[src/rtl/pipeline_pkg.sv]
`default_nettype none
// ============================================================================
// Module   : pipeline_pkg
// Brief    : Shared pipeline constants and the hazard scoreboard entry type.
// Revision : 1.0
// ============================================================================
package pipeline_pkg;

    localparam int         REG_W      = 3;
    localparam logic [4:0] NOP_OPCODE = 5'b00001;

    localparam int SLOT_EX   = 0;
    localparam int SLOT_MEM  = 1;
    localparam int SLOT_WB   = 2;
    localparam int NUM_SLOTS = 3;

    typedef struct packed {
        logic             valid;
        logic [REG_W-1:0] dst;
    } sb_entry_t;

endpackage
`default_nettype wire

[src/rtl/hazard_stall_unit_if.sv]
`default_nettype none
// ============================================================================
// Module   : hazard_stall_unit_if
// Brief    : Decode-stage operand/destination bus and stall controls.
// Revision : 1.0
// ============================================================================
interface hazard_stall_unit_if #(
    parameter int CNT_W = 16
);
    import pipeline_pkg::*;

    logic [REG_W-1:0] id_rs;
    logic [REG_W-1:0] id_rt;
    logic             id_rs_used;
    logic             id_rt_used;
    logic [REG_W-1:0] id_dst;
    logic             id_reg_write;
    logic             flush;
    logic             stall;
    logic             pc_en;
    logic             ifid_en;
    logic             flush_ifid;
    logic [CNT_W-1:0] stall_count;

    modport master (
        output id_rs, id_rt, id_rs_used, id_rt_used, id_dst, id_reg_write, flush,
        input  stall, pc_en, ifid_en, flush_ifid, stall_count
    );

    modport slave (
        input  id_rs, id_rt, id_rs_used, id_rt_used, id_dst, id_reg_write, flush,
        output stall, pc_en, ifid_en, flush_ifid, stall_count
    );

endinterface
`default_nettype wire

[src/rtl/sb_slot.sv]
`default_nettype none
// ============================================================================
// Module   : sb_slot
// Brief    : One scoreboard slot {valid, dst} with its source-operand matchers.
// Revision : 1.0
// ============================================================================
module sb_slot
    import pipeline_pkg::*;
(
    input  logic             clk,
    input  logic             rst,
    input  sb_entry_t        i_d,
    output sb_entry_t        o_q,
    input  logic [REG_W-1:0] i_rs,
    input  logic             i_rs_used,
    input  logic [REG_W-1:0] i_rt,
    input  logic             i_rt_used,
    output logic             o_hit_rs,
    output logic             o_hit_rt
);

    sb_entry_t r_q;

    always_ff @(posedge clk) begin
        if (rst) begin
            r_q <= '0;
        end else begin
            r_q <= i_d;
        end
    end

    assign o_q      = r_q;
    assign o_hit_rs = i_rs_used & r_q.valid & (r_q.dst == i_rs);
    assign o_hit_rt = i_rt_used & r_q.valid & (r_q.dst == i_rt);

endmodule
`default_nettype wire

[src/rtl/hazard_stall_unit.sv]
`default_nettype none
// ============================================================================
// Module   : hazard_stall_unit
// Brief    : Decode-stage RAW hazard detector, bubble/flush control and
//            saturating stall-cycle counter for the 5-stage pipeline.
// Revision : 1.0
// ============================================================================
module hazard_stall_unit
    import pipeline_pkg::*;
#(
    parameter int WB_BYPASS = 1,
    parameter int CNT_W     = 16
)(
    input  logic                clk,
    input  logic                rst,
    hazard_stall_unit_if.slave  hz
);

    localparam logic [CNT_W-1:0] c_cnt_one = {{(CNT_W-1){1'b0}}, 1'b1};
    localparam logic [CNT_W-1:0] c_cnt_max = {CNT_W{1'b1}};

    sb_entry_t            w_slot_d [NUM_SLOTS];
    sb_entry_t            w_slot_q [NUM_SLOTS];
    logic [NUM_SLOTS-1:0] w_hit_rs;
    logic [NUM_SLOTS-1:0] w_hit_rt;
    logic [NUM_SLOTS-1:0] w_checked;
    logic                 w_hazard;
    logic                 w_stall;
    logic [CNT_W-1:0]     r_stall_count;
    logic                 w_unused;

    genvar gi;
    generate
        for (gi = 0; gi < NUM_SLOTS; gi++) begin : g_slot
            sb_slot u_slot (
                .clk       (clk),
                .rst       (rst),
                .i_d       (w_slot_d[gi]),
                .o_q       (w_slot_q[gi]),
                .i_rs      (hz.id_rs),
                .i_rs_used (hz.id_rs_used),
                .i_rt      (hz.id_rt),
                .i_rt_used (hz.id_rt_used),
                .o_hit_rs  (w_hit_rs[gi]),
                .o_hit_rt  (w_hit_rt[gi])
            );

            // With a write-before-read register file the WB producer is already visible.
            if ((gi == SLOT_WB) && (WB_BYPASS != 0)) begin : g_bypassed
                assign w_checked[gi] = 1'b0;
            end else begin : g_checked
                assign w_checked[gi] = 1'b1;
            end
        end
    endgenerate

    assign w_hazard = |((w_hit_rs | w_hit_rt) & w_checked);
    assign w_stall  = w_hazard & ~hz.flush & ~rst;

    // A stall or a squash sends a bubble into EX; older entries always advance.
    always_comb begin
        w_slot_d[SLOT_EX].valid = hz.id_reg_write & ~(hz.flush | w_stall);
        w_slot_d[SLOT_EX].dst   = hz.id_dst;
        w_slot_d[SLOT_MEM]      = w_slot_q[SLOT_EX];
        w_slot_d[SLOT_WB]       = w_slot_q[SLOT_MEM];
    end

    always_ff @(posedge clk) begin
        if (rst) begin
            r_stall_count <= '0;
        end else if (w_stall && (r_stall_count != c_cnt_max)) begin
            r_stall_count <= r_stall_count + c_cnt_one;
        end
    end

    assign hz.stall       = w_stall;
    assign hz.pc_en       = ~w_stall;
    assign hz.ifid_en     = ~w_stall;
    assign hz.flush_ifid  = hz.flush & ~rst;
    assign hz.stall_count = r_stall_count;

    // The WB entry is the end of the scoreboard and feeds nothing further.
    assign w_unused = ^w_slot_q[SLOT_WB];

endmodule
`default_nettype wire

[src/flat_wrapper.sv]
// flat-port wrapper written by rule: the top's interface ports become plain ports
module hazard_stall_unit_flat import pipeline_pkg::*;
#(
    parameter int WB_BYPASS = 1,
    parameter int CNT_W     = 16
)
  (clk, rst, hz_id_rs, hz_id_rt, hz_id_rs_used, hz_id_rt_used, hz_id_dst, hz_id_reg_write, hz_flush, hz_stall, hz_pc_en, hz_ifid_en, hz_flush_ifid, hz_stall_count);
  hazard_stall_unit_if #(.CNT_W(CNT_W)) hz_i ();
  input  logic clk;
  input  logic rst;
  input wire logic [$bits(hz_i.id_rs)-1:0] hz_id_rs;
  input wire logic [$bits(hz_i.id_rt)-1:0] hz_id_rt;
  input wire logic [$bits(hz_i.id_rs_used)-1:0] hz_id_rs_used;
  input wire logic [$bits(hz_i.id_rt_used)-1:0] hz_id_rt_used;
  input wire logic [$bits(hz_i.id_dst)-1:0] hz_id_dst;
  input wire logic [$bits(hz_i.id_reg_write)-1:0] hz_id_reg_write;
  input wire logic [$bits(hz_i.flush)-1:0] hz_flush;
  output wire logic [$bits(hz_i.stall)-1:0] hz_stall;
  output wire logic [$bits(hz_i.pc_en)-1:0] hz_pc_en;
  output wire logic [$bits(hz_i.ifid_en)-1:0] hz_ifid_en;
  output wire logic [$bits(hz_i.flush_ifid)-1:0] hz_flush_ifid;
  output wire logic [$bits(hz_i.stall_count)-1:0] hz_stall_count;
  assign hz_i.id_rs = hz_id_rs;
  assign hz_i.id_rt = hz_id_rt;
  assign hz_i.id_rs_used = hz_id_rs_used;
  assign hz_i.id_rt_used = hz_id_rt_used;
  assign hz_i.id_dst = hz_id_dst;
  assign hz_i.id_reg_write = hz_id_reg_write;
  assign hz_i.flush = hz_flush;
  assign hz_stall = hz_i.stall;
  assign hz_pc_en = hz_i.pc_en;
  assign hz_ifid_en = hz_i.ifid_en;
  assign hz_flush_ifid = hz_i.flush_ifid;
  assign hz_stall_count = hz_i.stall_count;
  hazard_stall_unit #(.WB_BYPASS(WB_BYPASS), .CNT_W(CNT_W)) u_core (.clk(clk), .rst(rst), .hz(hz_i));
endmodule
[config.mk]
export PLATFORM = sky130hd
export DESIGN_NAME = hazard_stall_unit_flat
export DESIGN_NICKNAME = d
export VERILOG_FILES = /design/src/rtl/pipeline_pkg.sv /design/src/rtl/hazard_stall_unit_if.sv /design/src/rtl/sb_slot.sv /design/src/rtl/hazard_stall_unit.sv /design/src/flat_wrapper.sv
export SDC_FILE = /design/constraint.sdc
export NUM_CORES = 1
export LEC_CHECK = 0
export ABC_AREA = 0
export CORE_UTILIZATION = 51
export DETAILED_ROUTE_END_ITERATION = 12
export PLACE_DENSITY = 0.84
export SYNTH_ARGS = -nofsm -noshare
export SYNTH_HDL_FRONTEND = slang
export SYNTH_HIERARCHICAL = 1
export SYNTH_SLANG_ARGS = --single-unit
export TNS_END_PERCENT = 100
[constraint.sdc]
create_clock -name clk -period 5.4 [get_ports clk]
set_input_delay 1.08 -clock clk [delete_from_list [all_inputs] [get_ports clk]]
set_output_delay 1.08 -clock clk [all_outputs]
set_load 0.03 [all_outputs]
==> flow_summary_export.csv <==
group,metric,value,unit
flow_run,maxCapViolations,0,
placed_design,hpwlAfterDp,2010,um
worst_hold_path,min_from,"u_core/g_slot[0].u_slot/o_q[3]",
yosys,ys_top_cells_by_area,"dfxtp_1, xor2_1, nor2b_1",
routing,drtPass1Iterations,4,
setup_path,worstRegToRegCells,7,
sta,final-hold-violation-count,0,
setup_path,cpPeakStageDelay,0.74,ns
layout,utilization,0.733,
sta,tightest_slew,0.462,ns
sta,rsz0062_at_grt,"false",
yosys,synthAdderAreaFrac,0.00986,
yosys,synth_edf_count,0,
global_routing,overflow,0,
layout,final_cell_mix,"clkdlybuf4s50_1, dfxtp_1, nand2_1, xor2_1, nor2b_1",
layout,drive_gt1_frac,0.107,
global_routing,grt_pass1_wl,4490,um
global_routing,antenna_found_initial,0,
sta,fin_crit_sh,0.842,
setup_path,worstSetupEndpointType,"output pin",
yosys,yosysTopAreaCell,"dfxtp_1",
sta,final.setup.tns,0,ns
clock_tree,htree_levels,1,
placed_design,portBuffers,34,
sta,period_minus_slack,4.54,ns
yosys,synth.top_cell.area_share,0.379,
floorplanning,die_x,51.9,um
clock_tree,cts_root_buffer,"clkbuf_4",
routing,wl,2690,um
yosys,synth_seq_cells,24,
placed_design,gp_congestion,0.803,
yosys,syn_inst,133,
yosys,synth_fp_nets,149,
yosys,synthFlopType,"dfxtp_1",
clock_tree,postCtsResizedCells,0,
clock_tree,postCtsSetupBuffers,0,
setup_path,critPathArrivalTime,3.46,ns
clock_tree,cts_buffer_depth,2,
setup_path,path_cells,"clkdlybuf4s50_1, xor2_1, nor4_2, or4_4, nand2_1, clkdlybuf4s50_1",
setup_path,cp.required,4.32,ns
yosys,synth_cell_types,35,
routing,ant_nets,0,
global_routing,grt_max_degree,23,
power_and_ir_drop,p_leak,0.591,nW
setup_path,rr_startpoint,"u_core/g_slot[0].u_slot/o_q[2]",
setup_path,cpMostUsedCell,"clkdlybuf4s50_1",
yosys,yosysWarnings,6,
setup_path,path_class,"primary input to output pin",
floorplanning,coreArea,0.00228,sq mm
routing,initialDrtViolationCount,16,
worst_hold_path,holdPathStages,1,
clock_tree,clk_latency,0.31,ns
clock_tree,hold_buffers,0,
yosys,postSynthAreaPerCell,9.54,sq um
yosys,synth_top_family_by_area,"simple AND/OR/NAND/NOR gates",
clock_tree,cts_tree,"yes",
outcome,status,"finished clean",
setup_path,rr_endpoint,"u_core/g_slot[0].u_slot/o_q[3]",
clock_tree,cts_buffers,3,
floorplanning,initial_utilization,0.557,
worst_hold_path,holdCritPathClass,"register to register",
layout,layout.nets,186,
layout,final_common_cell,"clkdlybuf4s50_1",
setup_path,crit_fanout,12,
yosys,synth_compound_area_frac,0.106,
clock_tree,clk_pin_slew,0.13,ns
floorplanning,die_y,51.9,um
routing,viasPerCell,5.73,
floorplanning,die_area,0.00269,sq mm
setup_path,start_kind,"primary input",
layout,areaGrowthSynthToFinish,31.6,%
yosys,synth-simple-area-share,0.350,
floorplanning,rows,17,
worst_hold_path,hold-path-endpoint,"u_core/g_slot[1].u_slot/o_q[3]",
sta,max_slew_margin,0.690,
power_and_ir_drop,irDropWorstVdd,0.213,mV
routing,drc,0,
yosys,synth_xor_xnor_area_share,0.0828,
global_routing,grt_pass1_vias,1016,
sta,slew_violations,0,
sta,setup_viol,0,
yosys,yosysSeqAreaShare,0.379,
floorplanning,ios,35,
routing,wl_per_cell,13.7,um
layout,diodes,0,
power_and_ir_drop,power_density,183,mW/mm^2
sta,finClkSkew,0.00593,ns
setup_path,r2r_slack,3.34,ns
clock_tree,cts_num_sinks,24,
global_routing,track_usage,0.221,
routing,vias,1128,
yosys,synth.cell_area,0.00127,sq mm
yosys,async_flop_share,0,
yosys,synth_mux_area_frac,0.0493,
setup_path,crit_slowest_cell,"clkdlybuf4s50_1",
sta,max_freq,220,MHz
worst max-delay path, delay by kind of cell:
kind / cells / cell delay (ns)
xor gates and xnor gates: 1 / 0.20
buffers and inverters: 2 / 1.25
and+or+nand+nor: 3 / 0.93
cell usage after synthesis (3+ instances only):
cell and n:
dfxtp_1 24, nand2_1 14, xor2_1 12, nor2b_1 11, a21oi_1 7, o31ai_1 6
or4_1 5, mux2i_1 4, nand3_1 4, nand4_1 4, nor4_2 4, inv_1 3
o311ai_0 3
layer usage:
layer	vias up	part of all wire	track usage
met1	532	0.49	0.296
met2	21	0.47	0.357
met3	2	0.035	0.0526
met4	0	0.0033	0.0450
li1	573	-	-
met5	-	0	0
worst max-delay path by stage:
| stage | from | end | slack, ns | cells past startpoint |
|---|---|---|---|---|
| 5_1_grt | hz_id_rt[1] | hz_ifid_en | 0.76 | 6 |
| 3_5_place_dp | hz_id_rs[1] | hz_pc_en | 0.87 | 6 |
| 2_1_floorplan | hz_id_rt[1] | hz_pc_en | 1.98 | 6 |
| 6_report | hz_id_rs[0] | hz_pc_en | 0.86 | 6 |
| 4_1_cts | hz_id_rs[1] | hz_pc_en | 0.85 | 6 |
| 3_3_place_gp | hz_id_rt[2] | hz_pc_en | 0.90 | 6 |
through the flow:
step	cells	area (sq um)	worst slack (ns)	hold WS (ns)	power (W)
after detailed placement	193	1630	0.868	0.483	0.000217
final	197	1670	0.856	0.498	0.000306
after floorplan	133	1270	1.98	0.457	0.000200
after global routing	197	1670	0.758	0.523	0.000322
after CTS	197	1670	0.851	0.501	0.000309
after global placement	193	1630	0.898	0.473	0.000216
registers in the layout (all words and copies together) (netlist names):
register	flops
u_core/hz.stall_count	16
u_core/g_slot.u_slot/o_q	8
logic make-up after synthesis:
logic type,count (synthesis)
AOI/OAI and AO/OA,20
xor gates and xnor gates,12
adders and majority gates,1
buffers and inverters,6
DFF,24
muxes,6
and+or+nand+nor,64
final cells by class:
| cell class | count | area, sq um |
|---|---|---|
| multi-input cells | 103 | 758 |
| repair buffers | 35 | 348 |
| flip-flops and latches | 24 | 480 |
| well taps | 28 | 35.0 |
| fillers | 164 | 607 |
| clock buffers | 4 | 36.3 |
| inverters | 3 | 11.3 |
report_power, final:
| part | switching, W | total [W] | internal [W] |
|---|---|---|---|
| clock network | 0.0000522 | 0.0000934 | 0.0000412 |
| registers | 0.00000260 | 0.000182 | 0.000180 |
| logic | 0.0000140 | 0.0000305 | 0.0000165 |
| total | 0.0000688 | 0.000306 | 0.000237 |
(Power assumes the default switching activity.)
